<file path="src/rtl/uart_tx_feeder_pkg.sv">
// Shared types for the UartTx feeder: launcher FSM states and the UART byte width.
package uart_tx_feeder_pkg;

  localparam int UART_DATA_WIDTH = 8;

  typedef enum logic [1:0] {
    ST_IDLE      = 2'd0,
    ST_LAUNCH    = 2'd1,
    ST_WAIT_BUSY = 2'd2,
    ST_SENDING   = 2'd3
  } tx_state_e;

endpackage

</file>
<file path="src/rtl/uart_tx_feeder_sync_fifo.sv">
// Single-clock FIFO with an explicit level counter so full and empty stay distinct
// when the wrapping pointers coincide. Flush overrides any same-cycle push or pop.
module uart_tx_feeder_sync_fifo #(
  parameter int DATA_WIDTH = 8,
  parameter int DEPTH_LOG2 = 4
) (
  input  logic                  clock_i,
  input  logic                  reset_n_i,
  input  logic                  flush_i,
  input  logic                  push_i,
  input  logic [DATA_WIDTH-1:0] push_data_i,
  input  logic                  pop_i,
  output logic [DATA_WIDTH-1:0] pop_data_o,
  output logic                  full_o,
  output logic                  empty_o,
  output logic [DEPTH_LOG2:0]   level_o
);

  localparam int DEPTH = 2 ** DEPTH_LOG2;
  localparam logic [DEPTH_LOG2:0] FULL_LEVEL = (DEPTH_LOG2 + 1)'(DEPTH);

  logic [DATA_WIDTH-1:0] mem_q [DEPTH];
  logic [DEPTH_LOG2-1:0] wr_ptr_q, wr_ptr_d;
  logic [DEPTH_LOG2-1:0] rd_ptr_q, rd_ptr_d;
  logic [DEPTH_LOG2:0]   level_q, level_d;
  logic                  push_en;
  logic                  pop_en;

  assign full_o     = (level_q == FULL_LEVEL);
  assign empty_o    = (level_q == '0);
  assign level_o    = level_q;
  assign pop_data_o = mem_q[rd_ptr_q];

  assign push_en = push_i & ~full_o & ~flush_i;
  assign pop_en  = pop_i & ~empty_o & ~flush_i;

  always_comb begin
    wr_ptr_d = wr_ptr_q;
    rd_ptr_d = rd_ptr_q;
    level_d  = level_q;
    if (flush_i) begin
      wr_ptr_d = '0;
      rd_ptr_d = '0;
      level_d  = '0;
    end else begin
      if (push_en) wr_ptr_d = wr_ptr_q + 1'b1;
      if (pop_en)  rd_ptr_d = rd_ptr_q + 1'b1;
      case ({push_en, pop_en})
        2'b10:   level_d = level_q + 1'b1;
        2'b01:   level_d = level_q - 1'b1;
        default: level_d = level_q;
      endcase
    end
  end

  always_ff @(posedge clock_i or negedge reset_n_i) begin
    if (!reset_n_i) begin
      wr_ptr_q <= '0;
      rd_ptr_q <= '0;
      level_q  <= '0;
    end else begin
      wr_ptr_q <= wr_ptr_d;
      rd_ptr_q <= rd_ptr_d;
      level_q  <= level_d;
    end
  end

  // Storage carries data only, so it is left out of reset.
  always_ff @(posedge clock_i) begin
    if (push_en) mem_q[wr_ptr_q] <= push_data_i;
  end

endmodule

</file>
<file path="src/rtl/uart_tx_feeder.sv">
// Buffered host-side writer for UartTx: queues bytes, launches one write pulse per frame
// and paces on tx_busy_i, flagging dropped bytes and transmitters that never go busy.
module uart_tx_feeder
  import uart_tx_feeder_pkg::*;
#(
  parameter int DEPTH_LOG2   = 4,
  parameter int BUSY_TIMEOUT = 15
) (
  input  logic                       clock_i,
  input  logic                       reset_n_i,
  input  logic                       flush_i,
  input  logic [UART_DATA_WIDTH-1:0] data_i,
  input  logic                       valid_i,
  output logic                       ready_o,
  output logic [DEPTH_LOG2:0]        level_o,
  output logic                       empty_o,
  output logic                       overflow_o,
  output logic                       timeout_o,
  output logic                       tx_write_o,
  output logic [UART_DATA_WIDTH-1:0] tx_data_o,
  input  logic                       tx_busy_i
);

  localparam int TIMER_W = $clog2(BUSY_TIMEOUT + 1);
  localparam logic [TIMER_W-1:0] TIMER_LIMIT = TIMER_W'(BUSY_TIMEOUT);

  tx_state_e                  state_q, state_d;
  logic [TIMER_W-1:0]         timer_q, timer_d;
  logic [TIMER_W-1:0]         timer_inc;
  logic                       overflow_q, overflow_d;
  logic                       timeout_q, timeout_d;
  logic [UART_DATA_WIDTH-1:0] tx_data_q, tx_data_d;

  logic                       fifo_push;
  logic                       fifo_pop;
  logic                       fifo_full;
  logic                       fifo_empty;
  logic [UART_DATA_WIDTH-1:0] fifo_head;

  assign fifo_push = valid_i & ~fifo_full;

  uart_tx_feeder_sync_fifo #(
    .DATA_WIDTH (UART_DATA_WIDTH),
    .DEPTH_LOG2 (DEPTH_LOG2)
  ) u_fifo (
    .clock_i     (clock_i),
    .reset_n_i   (reset_n_i),
    .flush_i     (flush_i),
    .push_i      (fifo_push),
    .push_data_i (data_i),
    .pop_i       (fifo_pop),
    .pop_data_o  (fifo_head),
    .full_o      (fifo_full),
    .empty_o     (fifo_empty),
    .level_o     (level_o)
  );

  assign timer_inc = timer_q + 1'b1;

  always_comb begin
    state_d    = state_q;
    timer_d    = timer_q;
    tx_data_d  = tx_data_q;
    fifo_pop   = 1'b0;
    timeout_d  = timeout_q;
    overflow_d = overflow_q | (valid_i & fifo_full);

    case (state_q)
      ST_IDLE: begin
        // A busy transmitter here is a foreign or residual frame: wait it out.
        if (!fifo_empty && !tx_busy_i && !flush_i) begin
          fifo_pop  = 1'b1;
          tx_data_d = fifo_head;
          state_d   = ST_LAUNCH;
        end
      end
      ST_LAUNCH: begin
        timer_d = '0;
        state_d = ST_WAIT_BUSY;
      end
      ST_WAIT_BUSY: begin
        if (tx_busy_i) begin
          state_d = ST_SENDING;
        end else begin
          timer_d = timer_inc;
          // The byte is abandoned, not retried, so the queue keeps draining.
          if (timer_inc == TIMER_LIMIT) begin
            timeout_d = 1'b1;
            state_d   = ST_IDLE;
          end
        end
      end
      ST_SENDING: begin
        if (!tx_busy_i) state_d = ST_IDLE;
      end
      default: state_d = ST_IDLE;
    endcase

    if (flush_i) begin
      overflow_d = 1'b0;
      timeout_d  = 1'b0;
    end
  end

  always_ff @(posedge clock_i or negedge reset_n_i) begin
    if (!reset_n_i) begin
      state_q    <= ST_IDLE;
      timer_q    <= '0;
      overflow_q <= 1'b0;
      timeout_q  <= 1'b0;
      tx_data_q  <= '0;
    end else begin
      state_q    <= state_d;
      timer_q    <= timer_d;
      overflow_q <= overflow_d;
      timeout_q  <= timeout_d;
      tx_data_q  <= tx_data_d;
    end
  end

  assign ready_o    = ~fifo_full;
  assign empty_o    = fifo_empty;
  assign overflow_o = overflow_q;
  assign timeout_o  = timeout_q;
  assign tx_write_o = (state_q == ST_LAUNCH);
  assign tx_data_o  = tx_data_q;

endmodule

</file>
<file path="config.mk">
export PLATFORM = sky130hd
export DESIGN_NAME = uart_tx_feeder
export DESIGN_NICKNAME = d
export VERILOG_FILES = /design/src/rtl/uart_tx_feeder_pkg.sv /design/src/rtl/uart_tx_feeder_sync_fifo.sv /design/src/rtl/uart_tx_feeder.sv
export SDC_FILE = /design/constraint.sdc
export NUM_CORES = 1
export LEC_CHECK = 0
export ABC_CLOCK_PERIOD_IN_PS = 3560
export BUFFER_PORTS_ARGS = -buffer_cell sky130_fd_sc_hd__clkbuf_2
export CORE_ASPECT_RATIO = 0.5
export CORE_MARGIN = 2
export CORE_UTILIZATION = 40
export CTS_CLUSTER_DIAMETER = 80
export DETAILED_ROUTE_END_ITERATION = 8
export SLEW_MARGIN = 0
export SYNTH_ARGS = -nofsm -noshare
export SYNTH_HDL_FRONTEND = slang
export SYNTH_HIERARCHICAL = 1
export SYNTH_SLANG_ARGS = --single-unit
</file>
<file path="constraint.sdc">
create_clock -name clock_i -period 3.56 [get_ports clock_i]
set_input_delay 0.89 -clock clock_i [delete_from_list [all_inputs] [get_ports clock_i]]
set_output_delay 0.89 -clock clock_i [all_outputs]
set_load 0.005 [all_outputs]
</file>
# Yosys cells after proc, flatten, opt, wreduce, memory -nomap -nowiden
# Memories as Yosys holds them, arrays and structs flattened. A register that Yosys moved wholly into a read port is not among the register bits.
# Cells that the tools add are included.
word_totals:
  out_inout_bits: 18
  word_cells: 75
  reg_bits: 21
  mem_bits_rw: 128
  memories: 1
  in_bits: 13
mem_list:
  columns: ["name", "words", "word_bits", "rd", "rd_ports_with_merged_regs", "write_ports", "line", "rtl"]
  rows:
  - ["u_fifo.mem_q", 16, 8, 1, 1, 1, "uart_tx_feeder_sync_fifo.sv:22", "logic [DATA_WIDTH-1:0] mem_q [DEPTH];"]
classes:
  addsub: 5
  n_bitwise: 10
  n_mux: 22
  reduce_logical: 18
  n_eq_ne: 12
op_table:
  columns: ["op", "count"]
  rows:
  - ["$mux W4", 5]
  - ["$add A4 B1 Y4 const B", 3]
  - ["$pmux W5 S2", 1]
  - ["$reduce_bool A2 Y1", 5]
  - ["$mux W1", 9]
  - ["$mux W2", 4]
  - ["$ne A2 B2 Y1 const B", 4]
  - ["$pmux W2 S4", 1]
  - ["$pmux W4 S2", 1]
  - ["$and A1 B1 Y1", 6]
  - ["$eq A2 B2 Y1 const B", 3]
  - ["$reduce_and A3 Y1", 2]
  - ["$add A5 B1 Y5 const B", 1]
  - ["$eq A5 B5 Y1 const B", 1]
  - ["$logic_not A5 Y1", 1]
  - ["$mux W5", 1]
  - ["$sub A5 B1 Y5 const B", 1]
  - ["$eq A2 B1 Y1 const B", 2]
  - ["$eq A4 B4 Y1 const B", 1]
  - ["$logic_not A1 Y1", 4]
  - ["$reduce_and A2 Y1", 2]
  - ["$ne A3 B3 Y1 const B", 1]
  - ["$not A1 Y1", 3]
  - ["$reduce_bool A3 Y1", 1]
  - ["3 further kinds", 4]

# Logic depth before layout (Yosys ltp)
depth:
  ltp_word: 11
  ltp_mapped: 13

# Cells and area by module
# The synthesis kept the hierarchy.
by_module_without_submodules:
  columns: ["module", "cells_each", "area_each_um2", "seq_area_each_um2", "instances"]
  rows:
  - ["uart_tx_feeder_sync_fifo", 349, 5853.1, 4169.0, 1]
  - ["uart_tx_feeder", 74, 809.5, 400.4, 1]

# Worst setup path before layout
# Ideal clock, no wire load.
synth_timing:
  path_kind: "input -> register"
  from: "input port tx_busy_i"
  to: "register u_fifo.level_q[4], in the netlist u_fifo/level_o[4]"
  setup_time_ps: 140
  n_path_buf: 1
  path_slack_ps: -26
  arrival_time_ps: 3446
  required_ps: 3420
  path_stages: 10
  cell_sequence: "or2_4 > nor4_4 > clkbuf_2 > o21ai_0 > or3_1 > fa_1 > nand2b_1 > a2111o_1 > o311ai_0 > a31oi_1"
synth_via:
  elab_chain_cells: 10
  word_cells_on_any_way: 12
  cone_classes: "eq/ne (2); mux (4); bitwise (2); reduce/logical (4)"
synth_rtl:
  columns: ["item", "line", "rtl"]
  rows:
  - ["start: declaration", "uart_tx_feeder.sv:21", "input logic tx_busy_i"]
  - ["$logic_not A1 Y1 (*)", null, null]
  - ["$logic_and A1 B1 Y1 (*) (2 in series)", "uart_tx_feeder.sv:71", "if (!fifo_empty && !tx_busy_i && !flush_i) begin"]
  - ["$mux W1 (*)", "uart_tx_feeder.sv:71", null]
  - ["$mux W1 (*)", "uart_tx_feeder.sv:68", "case (state_q)"]
  - ["via fifo_pop", "uart_tx_feeder.sv:35", "logic fifo_pop;"]
  - ["$and A1 B1 Y1 (*) (2 in series)", "uart_tx_feeder_sync_fifo.sv:35", "assign pop_en = pop_i & ~empty_o & ~flush_i;"]
  - ["$eq A2 B1 Y1 or $eq A2 B2 Y1 (tied branches)", "uart_tx_feeder_sync_fifo.sv:48", "case ({push_en, pop_en})"]
  - ["$pmux W5 S2", "uart_tx_feeder_sync_fifo.sv:48", null]
  - ["$mux W5", "uart_tx_feeder_sync_fifo.sv:41", "if (flush_i) begin"]
  - ["end signal: assignment", "uart_tx_feeder_sync_fifo.sv:64", "level_q <= level_d;"]
  - ["end: declaration", "uart_tx_feeder_sync_fifo.sv:25", "logic [DEPTH_LOG2:0] level_q, level_d;"]
# Mark *: on every way through the listed nets, which the timed path passes. The rest lies on a longest branch.
# A chain may end at the register's enable or synchronous reset.

# Final worst setup path
layout_timing:
  from: "register u_fifo.level_q[1], in the netlist u_fifo/level_o[1]"
  to: "register u_fifo.level_q[4], in the netlist u_fifo/level_o[4]"
layout_via:
  word_cells_on_any_way: 21
  cone_classes: "add/sub (2); eq/ne (3); mux (4); bitwise (7); reduce/logical (5)"
layout_lines:
  columns: ["item", "line", "rtl"]
  rows:
  - ["$eq A5 B5 Y1 (*)", "uart_tx_feeder_sync_fifo.sv:29", "assign full_o = (level_q == FULL_LEVEL);"]
  - ["via fifo_full", "uart_tx_feeder.sv:36", "logic fifo_full;"]
  - ["$not A1 Y1 (*)", "uart_tx_feeder.sv:40", "assign fifo_push = valid_i & ~fifo_full;"]
  - ["$and A1 B1 Y1 (*)", "uart_tx_feeder.sv:40", null]
  - ["via fifo_push", "uart_tx_feeder.sv:34", "logic fifo_push;"]
  - ["$and A1 B1 Y1 (*) (2 in series)", "uart_tx_feeder_sync_fifo.sv:34", "assign push_en = push_i & ~full_o & ~flush_i;"]
  - ["$eq A2 B1 Y1 or $eq A2 B2 Y1 (tied branches)", "uart_tx_feeder_sync_fifo.sv:48", null]
  - ["$pmux W5 S2", "uart_tx_feeder_sync_fifo.sv:48", null]
  - ["$mux W5", "uart_tx_feeder_sync_fifo.sv:41", null]
# Marks and branches as above.

==> flow_summary.yaml <==
pwr:
  leakagePower_nw: 2.75
  peakVddDrop_mv: 0.276
  p_per_area_nw_per_um2: 575
global_route:
  track_usage: 0.165
  overflow: 0
  use_met2: 0.276
  grt-busiest-layer: "met2"
  grt_max_degree: 30
  grt_pass1_wl_mm: 21.5
  grt_pass1_vias: 3787
  antenna_found_initial: 0
  met3_usage: 0.0328
  grtUsageMet1: 0.217
logic_synthesis:
  synth_nets: 447
  yosysUniqueCellTypes: 52
  synth.cell_area_um2: 6660
  ys_seq_elements: 157
  yosysWarnings: 6
  synthFlopType: "edfxtp_1"
  async_flop_share: 0.185
  synth_edf_count: 128
  synthCells: 423
  syn-mean-instance-area_um2: 15.8
  yosysSeqAreaShare: 0.686
die:
  die-area_um2: 17800
  core-area_um2: 16400
  die_h_um: 95.3
  io_pins: 31
  rows: 33
  die_w_um: 187
  initial_utilization: 0.407
detailed_routing:
  vias_per_cell: 5.24
  wl_per_cell_um: 18.8
  drt_iter0_markers: 297
  num_vias: 3754
  final_antenna_net_count: 0
  firstDrtPassIters: 4
  finalWirelength_mm: 13.5
  drc: 0
worst_hold_path:
  hp-start: "overflow_o"
  min_path_type: "reg -> reg"
  min_path_cells: 2
placed_design:
  gp_congestion: 0.781
  portBuffers: 30
  dp_hpwl_mm: 8.70
  dp.cells: 685
clocking:
  cts_setup_buffers: 0
  cts-resized-gates: 0
  worstSkewPairLatency_ns: 0.42
  cts.htree.levels: 4
  cts_tree: "done"
  path_clk_slew_ns: 0.06
  cts_num_sinks: 157
  ctsHoldBuffers: 0
  cts_root_buf: "clkbuf_16"
  clockBufferDepth: 2
  cts_buffers: 17
cells_and_area:
  final_util: 0.480
  area_delta_synth_final_pct: 17.7
  n_antenna_cell: 0
  drive_above_1_share: 0.256
  layout.nets: 501
  final_cells: 716
critical_path:
  reg2reg_slack_ns: 0.44
  end_kind: "flop"
  r2r-start: "u_fifo/level_o[1]"
  crit_path_start: "u_fifo/level_o[1]"
  cp_max_fo: 6
  reg2reg_depth: 12
  cp-start-kind: "flop"
  worst_ep_required_time_ns: 3.89
  critPathArrivalTime_ns: 3.46
  critPathKind: "reg -> reg"
timing:
  hold_viol: 0
  timing.hold.ws_ns: 0.491
  slew_headroom: 0.458
  slew_viol_final: 0
  worst_slew_pin_slew_ns: 0.812
  fin_worst_skew_ns: 0.00893
  finalCritPeriodShare: 0.877
  setup_violations: 0
  setup_tns_ns: 0
  rsz0062_at_grt: "no"
  max_freq_mhz: 320
  fin_crit_ns: 3.12
outcome:
  status: "complete, no violations"
flow_run:
  cap_viol_max_count: 0
-- flip-flops by register name (all words and copies together), names as in the netlist --
register and cells:
tx_data_o 8, timer_q 4, u_fifo/wr_ptr_q 4, u_fifo/rd_ptr_q 4, u_fifo/level_o 5, u_fifo/mem_q 128, timeout_o 1, overflow_o 1
state_q 2
-- power breakdown --
group	internal (mW)	switching (mW)
Combinational	0.239	0.248
Clock	1.06	0.764
Sequential	2.08	0.119
Total	3.38	1.13
-- layout make-up --
cell class              instances  area [µm²]
clock buffers                  17         425
flip-flops and latches        157        4570
multi-input cells             229        1970
well taps                     227         284
clock inverters                14         176
repair buffers                 56         358
fillers                      1390        8510
inverters                      16        60.1
-- critical path, stage by stage (launching register included) --
cell,delay [ns]
dfrtp_1,0.43
or4_1,0.57
nor2_1,0.17
nor2b_1,0.11
inv_1,0.16
nor2_1,0.09
or3_4,0.38
inv_2,0.08
ha_1,0.24
nor2_1,0.13
a21oi_1,0.08
or4_1,0.47
a31oi_1,0.13
-- per-stage QoR --
step / power, mW / setup WS (ns) / instance area (µm²)
after floorplan: 2.53 / 0.00995 / 6700
after global placement: 2.72 / 0.190 / 7240
after detailed placement: 2.73 / 0.175 / 7240
after CTS: 4.56 / 0.417 / 7840
after global routing: 4.70 / 0.117 / 7840
final: 4.51 / 0.437 / 7840
-- synth_stat cells (2+ instances only) --
library cell	n	area [µm²]
a22o_1	2	17.5
nor2_1	38	143
edfxtp_1	128	3840
a221oi_1	17	149
inv_1	15	56.3
ha_1	10	125
nand3b_1	2	15.0
a22oi_1	8	60.1
o21ai_0	15	75.1
xor2_1	4	35.0
nor2b_1	5	31.3
or4_1	4	30.0
clkbuf_1	16	60.1
nand2_1	20	75.1
or3_1	2	12.5
mux2_2	8	90.1
clkbuf_2	2	10.0
nand2b_1	3	18.8
dfrtp_1	29	726
a211oi_1	2	15.0
a21oi_1	5	25.0
mux2_1	3	33.8
mux2i_1	36	360
o211ai_1	3	22.5
xnor2_1	3	26.3
mux4_2	16	360
buf_2	2	10.0
-- cell usage in the layout, fill, tap and decap left out, drive strengths merged, types with 2 or more instances in the layout --
| master | instances |
|---|---|
| a211oi | 2 |
| a21o | 2 |
| a21oi | 5 |
| a221oi | 17 |
| a22o | 2 |
| a22oi | 8 |
| buf | 26 |
| bufinv | 2 |
| clkbuf | 47 |
| clkinv | 4 |
| clkinvlp | 2 |
| dfrtp | 29 |
| edfxtp | 128 |
| ha | 10 |
| inv | 22 |
| mux2 | 11 |
| mux2i | 36 |
| mux4 | 16 |
| nand2 | 20 |
| nand2b | 3 |
| nand3b | 2 |
| nor2 | 38 |
| nor2b | 5 |
| nor4 | 2 |
| o211ai | 3 |
| o21ai | 15 |
| or2 | 2 |
| or3 | 2 |
| or4 | 4 |
| xnor2 | 3 |
| xor2 | 4 |
-- path summary, 6_finish.rpt --
kind	to
max reg2reg	u_fifo/level_o[4]
max	u_fifo/level_o[4]
max in group asynchronous	u_fifo/rd_ptr_q[0]
min reg2reg	overflow_o
min in group asynchronous	tx_data_o[2]
min	overflow_o
-- cell families (layout without fill, tap and decap cells) --
logic type | Yosys count | in the layout | share of synthesized area
mux | 63 | 63 | 0.127
buf+inv | 37 | 103 | 0.0227
simple gates | 85 | 85 | 0.0640
compound gates | 63 | 63 | 0.0697
flops | 157 | 157 | 0.686
fa+ha+maj | 11 | 11 | 0.0218
xor+xnor | 7 | 7 | 0.00920
-- routing by layer --
layer | part of all wire | wire [µm]
met5 | 0 | 0
met4 | 0.014 | 192
met3 | 0.041 | 554
met2 | 0.48 | 6420
met1 | 0.47 | 6290
Note: power is estimated with default switching activity, not from simulation.
